**config.mk**
```make
export PLATFORM = sky130hd
export DESIGN_NAME = regfile_wport_arbiter
export DESIGN_NICKNAME = d
export VERILOG_FILES = /design/src/rtl/core_pkg.sv /design/src/rtl/wport_fifo.sv /design/src/rtl/regfile_wport_arbiter.sv
export SDC_FILE = /design/constraint.sdc
export NUM_CORES = 1
export LEC_CHECK = 0
export CAP_MARGIN = 20
export CORE_ASPECT_RATIO = 1.25
export CORE_MARGIN = 3
export CORE_UTILIZATION = 54
export DETAILED_ROUTE_END_ITERATION = 8
export PLACE_DENSITY = 0.85
export SLEW_MARGIN = 15
export SYNTH_ARGS = -nofsm -noshare
export SYNTH_HDL_FRONTEND = slang
export SYNTH_SLANG_ARGS = --single-unit
```
**constraint.sdc**
```tcl
create_clock -name CLK -period 4.7 [get_ports CLK]
set_input_delay 0.94 -clock CLK [delete_from_list [all_inputs] [get_ports CLK]]
set_output_delay 0.94 -clock CLK [all_outputs]
set_load 0.03 [all_outputs]
```
**src/rtl/core_pkg.sv**
```systemverilog
// Shared register-file write request types for the core writeback path and the UART loader.
package core_pkg;

    localparam int unsigned REG_ADDR_W = 5;
    localparam int unsigned DATA_W     = 32;

    typedef struct packed {
        logic [REG_ADDR_W-1:0] rd;
        logic [DATA_W-1:0]     data;
    } wreq_t;

    typedef enum logic [1:0] {
        GNT_NONE = 2'd0,
        GNT_CORE = 2'd1,
        GNT_UART = 2'd2
    } gnt_src_e;

endpackage

```
**src/rtl/wport_fifo.sv**
```systemverilog
// Synchronous in-order FIFO of UART write requests; exposes per-entry valid/rd for hazard lookup.
module wport_fifo
    import core_pkg::*;
#(
    parameter int unsigned DEPTH = 4
) (
    input  logic                  i_clk,
    input  logic                  i_reset,
    input  logic                  i_push,
    input  wreq_t                 i_push_req,
    input  logic                  i_pop,
    output wreq_t                 o_head,
    output logic                  o_full,
    output logic                  o_empty,
    output logic [DEPTH-1:0]      o_entry_vld,
    output logic [REG_ADDR_W-1:0] o_entry_rd [DEPTH]
);

    localparam int unsigned PTR_W = $clog2(DEPTH);
    localparam int unsigned CNT_W = PTR_W + 1;

    wreq_t              r_mem [DEPTH];
    logic [PTR_W-1:0]   r_wptr;
    logic [PTR_W-1:0]   r_rptr;
    logic [CNT_W-1:0]   r_count;
    logic [DEPTH-1:0]   r_vld;

    logic               w_push;
    logic               w_pop;
    logic [DEPTH-1:0]   w_vld_nxt;

    assign o_full  = (r_count == CNT_W'(DEPTH));
    assign o_empty = (r_count == '0);
    assign w_push  = i_push && !o_full;
    assign w_pop   = i_pop && !o_empty;
    assign o_head  = r_mem[r_rptr];

    // A push never lands on the head slot being popped: push requires !full, pop requires !empty.
    always_comb begin
        w_vld_nxt = r_vld;
        if (w_pop)  w_vld_nxt[r_rptr] = 1'b0;
        if (w_push) w_vld_nxt[r_wptr] = 1'b1;
    end

    always_ff @(posedge i_clk) begin
        if (i_reset) begin
            r_wptr  <= '0;
            r_rptr  <= '0;
            r_count <= '0;
            r_vld   <= '0;
        end else begin
            r_vld <= w_vld_nxt;
            if (w_push) begin
                r_mem[r_wptr] <= i_push_req;
                r_wptr        <= r_wptr + 1'b1;
            end
            if (w_pop) r_rptr <= r_rptr + 1'b1;
            case ({w_push, w_pop})
                2'b10:   r_count <= r_count + 1'b1;
                2'b01:   r_count <= r_count - 1'b1;
                default: r_count <= r_count;
            endcase
        end
    end

    always_comb begin
        o_entry_vld = r_vld;
        for (int unsigned i = 0; i < DEPTH; i++) o_entry_rd[i] = r_mem[i].rd;
    end

endmodule

```
**src/rtl/regfile_wport_arbiter.sv**
```systemverilog
// Arbitrates the register-file write port between core writeback and queued UART writes,
// with a starvation bound for UART and read-after-write hazard reporting to decode.
module regfile_wport_arbiter
    import core_pkg::*;
#(
    parameter int unsigned FIFO_DEPTH   = 4,
    parameter int unsigned STARVE_LIMIT = 8
) (
    input  logic                  CLK,
    input  logic                  reset,
    input  logic                  wb_valid,
    input  logic [REG_ADDR_W-1:0] wb_rd,
    input  logic [DATA_W-1:0]     wb_data,
    output logic                  wb_ready,
    input  logic                  uart_valid,
    input  logic [REG_ADDR_W-1:0] uart_rd,
    input  logic [DATA_W-1:0]     uart_data,
    output logic                  uart_ready,
    input  logic [REG_ADDR_W-1:0] rs,
    input  logic [REG_ADDR_W-1:0] rt,
    output logic                  hazard_rs,
    output logic                  hazard_rt,
    output logic                  rf_we,
    output logic [REG_ADDR_W-1:0] rf_rw,
    output logic [DATA_W-1:0]     rf_wdata
);

    localparam int unsigned ST_W = $clog2(STARVE_LIMIT + 1);

    logic [ST_W-1:0]       r_starve;

    wreq_t                 w_head;
    wreq_t                 w_push_req;
    wreq_t                 w_sel;
    logic                  w_full;
    logic                  w_empty;
    logic                  w_push;
    logic                  w_force;
    logic                  w_core_gnt;
    logic                  w_uart_gnt;
    gnt_src_e              w_src;
    logic [FIFO_DEPTH-1:0] w_entry_vld;
    logic [REG_ADDR_W-1:0] w_entry_rd [FIFO_DEPTH];
    logic                  w_rs_hit;
    logic                  w_rt_hit;

    assign w_push_req = '{rd: uart_rd, data: uart_data};
    assign uart_ready = !reset && !w_full;
    assign w_push     = uart_valid && uart_ready;

    wport_fifo #(
        .DEPTH (FIFO_DEPTH)
    ) u_fifo (
        .i_clk       (CLK),
        .i_reset     (reset),
        .i_push      (w_push),
        .i_push_req  (w_push_req),
        .i_pop       (w_uart_gnt),
        .o_head      (w_head),
        .o_full      (w_full),
        .o_empty     (w_empty),
        .o_entry_vld (w_entry_vld),
        .o_entry_rd  (w_entry_rd)
    );

    always_comb begin
        w_force    = !reset && !w_empty && (r_starve >= ST_W'(STARVE_LIMIT));
        wb_ready   = !reset && !w_force;
        w_core_gnt = wb_ready && wb_valid;
        w_uart_gnt = !reset && !w_empty && (w_force || !wb_valid);
        w_src      = GNT_NONE;
        w_sel      = w_head;
        if (w_core_gnt) begin
            w_src = GNT_CORE;
            w_sel = '{rd: wb_rd, data: wb_data};
        end else if (w_uart_gnt) begin
            w_src = GNT_UART;
        end
    end

    // Counter only runs while UART work is waiting; any UART slot or an empty FIFO restarts it.
    always_ff @(posedge CLK) begin
        if (reset) begin
            r_starve <= '0;
        end else if (w_uart_gnt || w_empty) begin
            r_starve <= '0;
        end else if (w_core_gnt && (r_starve < ST_W'(STARVE_LIMIT))) begin
            r_starve <= r_starve + 1'b1;
        end
    end

    // Writes to register 0 still consume the slot but never assert the enable.
    always_ff @(posedge CLK) begin
        if (reset) begin
            rf_we    <= 1'b0;
            rf_rw    <= '0;
            rf_wdata <= '0;
        end else if (w_src == GNT_NONE) begin
            rf_we    <= 1'b0;
        end else begin
            rf_we    <= (w_sel.rd != '0);
            rf_rw    <= w_sel.rd;
            rf_wdata <= w_sel.data;
        end
    end

    always_comb begin
        w_rs_hit = rf_we && (rf_rw == rs);
        w_rt_hit = rf_we && (rf_rw == rt);
        for (int unsigned i = 0; i < FIFO_DEPTH; i++) begin
            if (w_entry_vld[i] && (w_entry_rd[i] == rs)) w_rs_hit = 1'b1;
            if (w_entry_vld[i] && (w_entry_rd[i] == rt)) w_rt_hit = 1'b1;
        end
        hazard_rs = !reset && (rs != '0) && w_rs_hit;
        hazard_rt = !reset && (rt != '0) && w_rt_hit;
    end

endmodule

```
## After elaboration in Yosys (flattened, before gate mapping)

Memories as Yosys holds them, arrays and structs flattened. A register that Yosys moved wholly into a read port is not among the register bits.
Index checks and enable logic that the tools add are counted.

| storage, ports and cells | value |
|---|---|
| register bits | 53 |
| RAM bits | 148 |
| output and inout bits | 42 |
| word-level logic and storage cells | 100 |
| memories kept | 1 |

Memories:

| name | depth | width | read ports | clocked after Yosys merged registers in | write ports | line | RTL |
|---|---|---|---|---|---|---|---|
| u_fifo.r_mem | 4 | 37 | 5 | 1 | 1 | wport_fifo.sv:22 | `wreq_t r_mem [DEPTH];` |

| operators by class | value |
|---|---|
| add/subtract/negate cells | 5 |
| magnitude comparators | 6 |
| equal/unequal tests | 13 |
| multiplexer cells | 23 |
| bitwise operators | 3 |
| reductions and logical operators | 41 |

Operators with widths:

| operator | number |
|---|---|
| == test 5 bit | 10 |
| 2-to-1 mux 37 bit | 1 |
| logical AND 1 bit | 26 |
| nonzero test 5 bit | 3 |
| 2-to-1 mux 1 bit | 13 |
| 2-to-1 mux 2 bit | 4 |
| 2-to-1 mux 4 bit | 2 |
| < comparator 2 x 3 -> 1 bit (second input constant) | 2 |
| case mux 3 bit (2 select lines) | 1 |
| zero test 1 bit | 5 |
| adder 2 x 1 -> 2 bit (second input constant) | 2 |
| adder 4 x 1 -> 4 bit (second input constant) | 1 |
| bitwise AND 4 bit | 1 |
| demux 1 bit (select 2 bit) | 2 |
| greater-or-equal comparator 2 x 1 -> 1 bit (second input constant) | 2 |
| greater-or-equal comparator 4 bit (second input constant) | 1 |
| < comparator 4 bit (second input constant) | 1 |
| inverter 4 bit | 1 |
| bitwise OR 4 bit | 1 |
| OR reduction 2 bit | 2 |
| adder 3 x 1 -> 3 bit (second input constant) | 1 |
| == test 3 bit (second input constant) | 1 |
| zero test 3 bit | 1 |
| subtractor 3 x 1 -> 3 bit (second input constant) | 1 |
| other kinds (5) | 6 |

## Longest topological paths before layout

Gate-level depths: netlist of run 1.

| logic depth | value |
|---|---|
| depth in word-level cells | 10 |
| mapped depth | 10 |
| mapped depth without buffers | 10 |

## Modules after synthesis

Synthesis of run 1 repeated with hierarchy kept, for this count alone.

| second synthesis, totals | value |
|---|---|
| cell total of the unflattened synthesis | 569 |
| area, all modules | 8926.1 um2 |

By module, submodules not included:

| module | instances | cells each | area each (um2) | seq. area each (um2) |
|---|---|---|---|---|
| wport_fifo | 1 | 284 | 6227.2 | 4704.5 |
| regfile_wport_arbiter | 1 | 285 | 2698.8 | 840.8 |

## Least setup slack after synthesis of run 1

No wires, ideal clock.

| timing path | value |
|---|---|
| path kind | input to output |
| start | in rt[2] |
| end | out hazard_rt |
| arrival | 2.324 ns |
| setup slack | 1.436 ns |
| cell stages on the path | 6 |
| buffers on the path | 1 |
| path through | clkbuf_1 xor2_1 nor4_1 and3_1 a31oi_1 a31oi_1 |

| on the way | value |
|---|---|
| word-level cells in the longest chain between the ends | 7 |

RTL lines:

| item | line | RTL |
|---|---|---|
| start, declared | regfile_wport_arbiter.sv:20 | `input logic [REG_ADDR_W-1:0] rt,` |
| == test 5 bit (on tied branches) | regfile_wport_arbiter.sv:109, regfile_wport_arbiter.sv:112 |  |
| logical AND 1 bit (on tied branches) | regfile_wport_arbiter.sv:109, regfile_wport_arbiter.sv:112 |  |
| 2-to-1 mux 1 bit (4 in a row) | regfile_wport_arbiter.sv:112 | `if (w_entry_vld[i] && (w_entry_rd[i] == rt)) w_rt_hit = 1'b1;` |
| logical AND 1 bit * | regfile_wport_arbiter.sv:115 | `hazard_rt = !reset && (rt != '0) && w_rt_hit;` |
| end, declared | regfile_wport_arbiter.sv:22 | `output logic hazard_rt,` |

Every way passes the cells marked *; elsewhere a longest branch is shown, timed or not.

## Final worst setup path of run 1

Same ends and word-level chain as after synthesis.

==> results of run 1 <==
[power groups by stage]
stage | registers, mW | logic [mW] | clock network, mW
after floorplan | 2.13 | 0.271 | 0
after global placement | 2.09 | 0.496 | 0
after detailed placement | 2.10 | 0.512 | 0
after CTS | 2.06 | 0.517 | 1.45
after global routing | 2.07 | 0.548 | 1.53
final | 2.06 | 0.512 | 1.44
[final cells by class]
class,count,area share (%)
clock buffer,22,4.71
clock inverter,12,0.806
inverter,11,0.391
multi-input combinational,291,26.6
sequential,203,52.6
tap,208,2.47
timing repair buffer,133,12.5
[tightest hold or removal path, delay by kind of cell, from the launching register on]
family / cells / cell delay [ns]
flip-flops: 1 / 0.31
AND/OR/NAND/NOR: 1 / 0.05
AO/OA/AOI/OAI: 1 / 0.05
[placed cells by master (no fill, tap or decap), types with 11 or more instances in the layout]
master | Yosys | routed
clkbuf_16 | 0 | 19
a21oi_1 | 11 | 11
inv_1 | 11 | 11
xnor2_1 | 13 | 13
edfxtp_1 | 148 | 148
mux4_2 | 37 | 37
a211oi_1 | 12 | 12
a211oi_2 | 22 | 22
nor2_1 | 46 | 46
ha_1 | 11 | 11
xor2_1 | 42 | 42
dfxtp_1 | 55 | 53
clkdlybuf4s50_1 | 0 | 128
mux2i_1 | 34 | 34
[metal layers]
layer	GRT usage (%)	share of wire, %	routed length (um)	up-vias
li1	-	-	-	2292
met1	27.0	39	7470	2593
met2	39.7	53	10000	169
met3	3.50	5.0	950	34
met4	7.19	2.6	490	0
met5	0	0	0	-
[cells in the mapped netlist (all sizes together), types with 2 or more instances]
cell	number	share of area, %
edfxtp	148	52
dfxtp	55	13
nor2	49	2.2
xor2	42	4.3
mux4	37	9.7
a211oi	34	4.3
mux2i	34	4.0
buf	22	1.7
clkbuf	14	0.61
xnor2	13	1.3
a21oi	11	0.64
ha	11	1.6
inv	11	0.48
nor4	10	0.73
and3	9	0.66
nand2	9	0.39
a31oi	8	0.58
a22oi	3	0.26
nand3	3	0.17
or3	3	0.28
nand2b	2	0.23
nor3	2	0.25
o21bai	2	0.17
o31ai	2	0.17
or4	2	0.17
[flip-flops by register name, summed over array words and instances, names as in the netlist, named ones only]
signal and count:
u_fifo.r_rptr 2, u_fifo.r_count 3, u_fifo.r_wptr 2, rf_wdata 32, r_starve 4, u_fifo.o_entry_vld 4
u_fifo.r_mem 148, rf_rw 5, rf_we 1
[stage by stage]
step | utilization (%) | std cells
3_5_place_dp | 65.3 | 846
4_1_cts | 69.1 | 880
2_1_floorplan | - | 541
6_report | 69.1 | 880
5_1_grt | 69.1 | 880
3_3_place_gp | 65.3 | 846
[worst max path at each step]
| stage | start | slack, ns | cells after the start | to |
|---|---|---|---|---|
| floorplan | rt[2] | 1.44 | 6 | hazard_rt |
| global placement | rt[2] | 0.68 | 7 | hazard_rt |
| detailed placement | rt[2] | 0.61 | 7 | hazard_rt |
| CTS | rt[2] | 0.62 | 7 | hazard_rt |
| global route | rt[2] | 0.53 | 7 | hazard_rt |
| finish | rt[2] | 0.62 | 7 | hazard_rt |
[cell families after synthesis]
logic type	Yosys count	synth area share [%]
XOR/XNOR	55	5.61
flip-flops	203	64.6
AND/OR/NAND/NOR	91	5.26
adder cells (fa/ha/maj)	12	1.84
multiplexers	71	13.7
buffers and inverters	47	2.80
AO/OA/AOI/OAI	62	6.24
==> results by group, run 1 <==
Global routing
  • Largest net degree at the start of global routing: 42
  • First-pass GRT wire length: 30100 um
  • Vias in the first global route: 5441
  • Tot GR Track Use: 22.0%
  • Global route overflow: 0
  • Initial antenna violation count: 0

Clock tree
  • H-tree depth: 1
  • CTS Root Cell: clkbuf_16
  • Clk sinks: 203
  • Clock tree buffer depth: 3
  • Worst-skew pair later-pin latency: 0.48 ns
  • Setup Buffers After CTS: 0
  • Hold buffers post-CTS: 0
  • CTS resizes: 0
  • Clock-pin slew on the worst setup and hold paths: 0.06 ns
  • Cts bufs inserted: 19
  • CTS tree: yes

Place
  • Placed cell areas: 9970 sq um
  • I/O Buffers: 129
  • DP HPWL: 12500 um
  • Setup WS pre-CTS: 0.613 ns
  • Final GP Congestion: 0.868

Synthesis
  • Ys Warns: 0
  • Number of synthesized register bits: 203
  • Synth Cell Area: 8590 sq um
  • Synth Instances: 541
  • Number of unique standard cell types used by synthesis: 38
  • Syn avg cell area: 15.9 sq um
  • Post-synth EDFFs: 148
  • Top FF cell, synth: edfxtp_1
  • Syn_nets: 641
  • Sequential share of the synthesized area: 64.6%
  • Post-synth ARST share: 0%

Drt
  • Detailed Route WL: 18900 um
  • Average vias per placed instance: 5.78
  • Drt wl/cell: 21.5 um
  • DR pass1 iterations: 5
  • Antenna Nets Post-Route: 0
  • Total number of vias: 5088
  • Starting DRT DRC Count: 342
  • DRC violations left: 0

Power
  • Leak: 3.47 nW
  • Peak supply drop: 234 uV
  • P_sw: 0.941 mW
  • Cell-internal power: 3.07 mW
  • Clock Power Share: 35.9%
  • Comb pwr share: 12.8%
  • Power Total: 4.01 mW
  • Pwr dens: 380 nW/um^2
  • Share of total power in sequential cells: 51.3%
  • Net Sw Frac: 23.5%

Floorplanning
  • Die Wd: 119 um
  • Die Y: 147 um
  • Area of the core: 15300 sq um
  • Die area: 17500 sq um
  • Initial Util: 56.2%
  • Row cnt: 50
  • # IOs: 130

Layout
  • Fill cell count: 1042
  • Final Cell Area: 10600 sq um
  • NumNets Final: 759
  • Multi-input gate area: 2810 sq um
  • Share of cells above drive strength 1: 15.3%
  • Antenna cells: 0
  • P&R area growth vs syn: 22.9%
  • FF+latch area: 5550 sq um

Worst setup path
  • WP buf/inv: 2
  • Worst setup path class: primary input to primary output
  • Worst Setup End Kind: primary output
  • Worst path required time: 3.76 ns
  • Cell family with most CP delay: buffers and inverters
  • Max incr delay on CP: 0.69 ns
  • R2R Setup Slk: 2.29 ns
  • CP cell instances: clkdlybuf4s50_1 > xor2_1 > nor4_1 > and3_1 > a31oi_1 > a31oi_1 > clkdlybuf4s50_1
  • Worst r2r dst: rf_wdata[28]
  • Register-to-Register Path Depth: 4
  • Crit-path slowest cell: clkdlybuf4s50_1
  • Worst Setup Start Kind: primary input
  • CP arrival: 3.14 ns
  • Worst-path maximum fanout: 6

Run
  • Max-Cap Viols: 0

Timing
  • Crit path time final: 4.08 ns
  • Hold Slack: 0.460 ns
  • Sum Neg Setup Slack: 0 ns
  • Final worst-path cycle share: 86.9%
  • Clk_skew: 0.0103 ns
  • Final hold vios: 0
  • Fin worst setup slack: 0.615 ns
  • Setup repair after global routing missed its margin: no
  • Setup violators final: 0
  • Relative slew slack: 28.6%
  • Worst Tran Pin Value: 1.07 ns
  • F_max: 245 MHz
  • Max-slew violations: 0

Hold path
  • Worst hold path class: register to register
  • Hold Path Depth: 2
  • WHS Endpoint: rf_wdata[10]
  • Worst Hold Launch: rf_wdata[10]

Run status
  • Status: completed
Power figures use the tool's default switching activity.
==> run 2, diff against run 1 <==
CORE_ASPECT_RATIO = 0.6   (was 1.25)
==> results by group, run 2 (synthesis gave the netlist of run 1 again) <==
Power
  • Peak supply drop: 304 uV (+30%)
  • Comb pwr share: 12.9% (about the same)
  • Net Sw Frac: 23.5% (about the same)
  • Pwr dens: 381 nW/um^2 (+0.45%)
  • P_sw: 0.947 mW (+0.65%)
  • Share of total power in sequential cells: 50.9% (-0.4 points)
  • Cell-internal power: 3.09 mW (+0.76%)
  • Leak: 3.49 nW (+0.59%)
  • Clock Power Share: 36.3% (+0.4 points)

Floorplanning
  • Die Wd: 169 um (+42%)
  • Row cnt: 35 (-30%)
  • # IOs: 130 (unchanged)
  • Die area: 17500 sq um (+0.23%)
  • Area of the core: 15500 sq um (+1.3%)
  • Initial Util: 55.5% (-0.71 points)
  • Die Y: 104 um (-29%)

Global routing
  • Tot GR Track Use: 21.5% (-0.49 points)
  • First-pass GRT wire length: 29300 um (-2.7%)
  • Vias in the first global route: 5236 (-3.8%)
  • Largest net degree at the start of global routing: 42 (unchanged)
  • Initial antenna violation count: 1 (+1)
  • Global route overflow: 0 (unchanged)

Timing
  • Fin worst setup slack: 0.486 ns (-0.129 ns)
  • Relative slew slack: 31.2% (+2.6 points)
  • Sum Neg Setup Slack: 0 ns (unchanged)
  • Crit path time final: 4.21 ns (+0.129 ns)
  • Setup repair after global routing missed its margin: no
  • Max-slew violations: 0 (unchanged)
  • Worst Tran Pin Value: 1.03 ns (-0.0395 ns)
  • Final hold vios: 0 (unchanged)
  • Clk_skew: 0.0123 ns (+0.00197 ns)
  • Hold Slack: 0.459 ns (-0.00189 ns)
  • Setup violators final: 0 (unchanged)
  • Final worst-path cycle share: 89.7% (+2.8 points)
  • F_max: 237 MHz (-3.1%)

Drt
  • Detailed Route WL: 18700 um (-1.3%)
  • DR pass1 iterations: 5 (unchanged)
  • Starting DRT DRC Count: 306 (-11%)
  • Antenna Nets Post-Route: 0 (unchanged)
  • Average vias per placed instance: 5.66 (-2.0%)
  • Drt wl/cell: 21.3 um (-0.83%)
  • DRC violations left: 0 (unchanged)
  • Total number of vias: 4962 (-2.5%)

Worst setup path
  • Worst setup path class: primary input to primary output
  • R2R Setup Slk: 2.39 ns (+0.10 ns)
  • Worst Setup Start Kind: primary input
  • Register-to-Register Path Depth: 10 (+6)
  • Worst-path maximum fanout: 6 (unchanged)
  • Worst r2r dst: u_fifo.r_count[2]
  • Worst path required time: 3.76 ns (about the same)
  • End point of the critical path: hazard_rt
  • Worst Setup End Kind: primary output
  • R2r startpoint: u_fifo.r_count[0]
  • CP arrival: 3.27 ns (+0.13 ns)
  • Crit. Startpoint: rt[4]

Place
  • Setup WS pre-CTS: 0.578 ns (-0.0357 ns)
  • I/O Buffers: 129 (unchanged)
  • DP HPWL: 12200 um (-2.7%)
  • Placed cell areas: 9970 sq um (about the same)
  • Final GP Congestion: 0.815 (-6.1%)
  • Placed insts: 841 (-0.59%)

Hold path
  • Worst hold path class: register to register

Layout
  • Biggest register: u_fifo.r_mem
  • Biggest regs: u_fifo.r_mem (148), rf_wdata (32), rf_rw (5)
  • Most common cell after layout, fill and taps aside: edfxtp_1
  • Most frequent cells in the layout: 148 x edfxtp_1, 128 x clkdlybuf4s50_1, 53 x dfxtp_1, 46 x nor2_1, 42 x xor2_1
  • P&R area growth vs syn: 23.3%
  • Share of cells above drive strength 1: 15.9% (+0.57 points)
  • Post-Layout Cell Count: 876 (-0.45%)
  • NumNets Final: 760 (+0.13%)
  • Largest register FFs: 148 (unchanged)
  • Antenna cells: 0 (unchanged)
  • Final Cell Area: 10600 sq um (+0.28%)

Clock tree
  • CTS resizes: 0 (unchanged)
  • CTS Root Cell: clkbuf_16
  • Clk sinks: 203 (unchanged)
  • Hold buffers post-CTS: 0 (unchanged)
  • Clock-pin slew on the worst setup and hold paths: 0.06 ns (about the same)
  • Setup Buffers After CTS: 0 (unchanged)
  • Clock tree buffer depth: 3 (unchanged)
  • Worst-skew pair later-pin latency: 0.49 ns (about the same)
  • CTS tree: yes
  • H-tree depth: 1 (unchanged)
  • Cts bufs inserted: 19 (unchanged)

Run
  • Max-Cap Viols: 0 (unchanged)

Run status
  • Status: completed
## run 2: changes by cell type in the layout (fill, tap and decap cells not counted), sizes merged
cell / previous run / this run
buf: 5 / 6
clkbuf: 22 / 25
inv: 13 / 12
clkinv: 9 / 7
## run 2: routing by layer
layer	track usage, %	vias to the layer above	wire length, um
met1	31.4	2474	8620
met2	32.6	166	8370
met3	6.22	29	1430
li1	-	2291	-
met5	0	-	13
met4	4.67	2	265
## run 2: worst min-delay path by stage
| stage | startpoint | endpoint | slack (ns) | cells past startpoint |
|---|---|---|---|---|
| 2_1_floorplan | r_starve[0] | r_starve[0] | 0.43 | 1 |
| 3_3_place_gp | r_starve[0] | r_starve[0] | 0.44 | 1 |
| 3_5_place_dp | r_starve[0] | r_starve[0] | 0.45 | 1 |
| 4_1_cts | r_starve[0] | r_starve[0] | 0.46 | 1 |
| 5_1_grt | rf_wdata[31] | rf_wdata[31] | 0.48 | 2 |
| 6_report | r_starve[0] | r_starve[0] | 0.46 | 1 |
## run 2: power by group through the flow
stage / logic (mW) / clock network, mW / registers, mW
after floorplan: 0.271 / 0 / 2.13
after global placement: 0.494 / 0 / 2.09
after detailed placement: 0.508 / 0 / 2.10
after CTS: 0.512 / 1.49 / 2.06
after global routing: 0.557 / 1.56 / 2.06
final: 0.519 / 1.46 / 2.05
## run 2: layout make-up
class                   instances  area [sq um]
flip-flops and latches        203          5550
fillers                      1050          4870
multi-input cells             291          2810
repair buffers                134          1340
clock buffers                  25           518
well taps                     203           254
clock inverters                 9          72.6
inverters                      11          41.3
## run 2: worst max-delay path, cell delays in order
cell and delay [ns]:
clkdlybuf4s50_1 0.61, xor2_1 0.23, nor4_1 0.37, a31oi_1 0.14
a31oi_1 0.27, clkdlybuf4s50_1 0.72
## run 2: per-stage QoR
stage / total power, mW / utilization, %
6_report: 4.04 / 68.5
2_1_floorplan: 2.40 / -
3_5_place_dp: 2.61 / 64.5
4_1_cts: 4.06 / 68.3
5_1_grt: 4.18 / 68.5
3_3_place_gp: 2.59 / 64.5
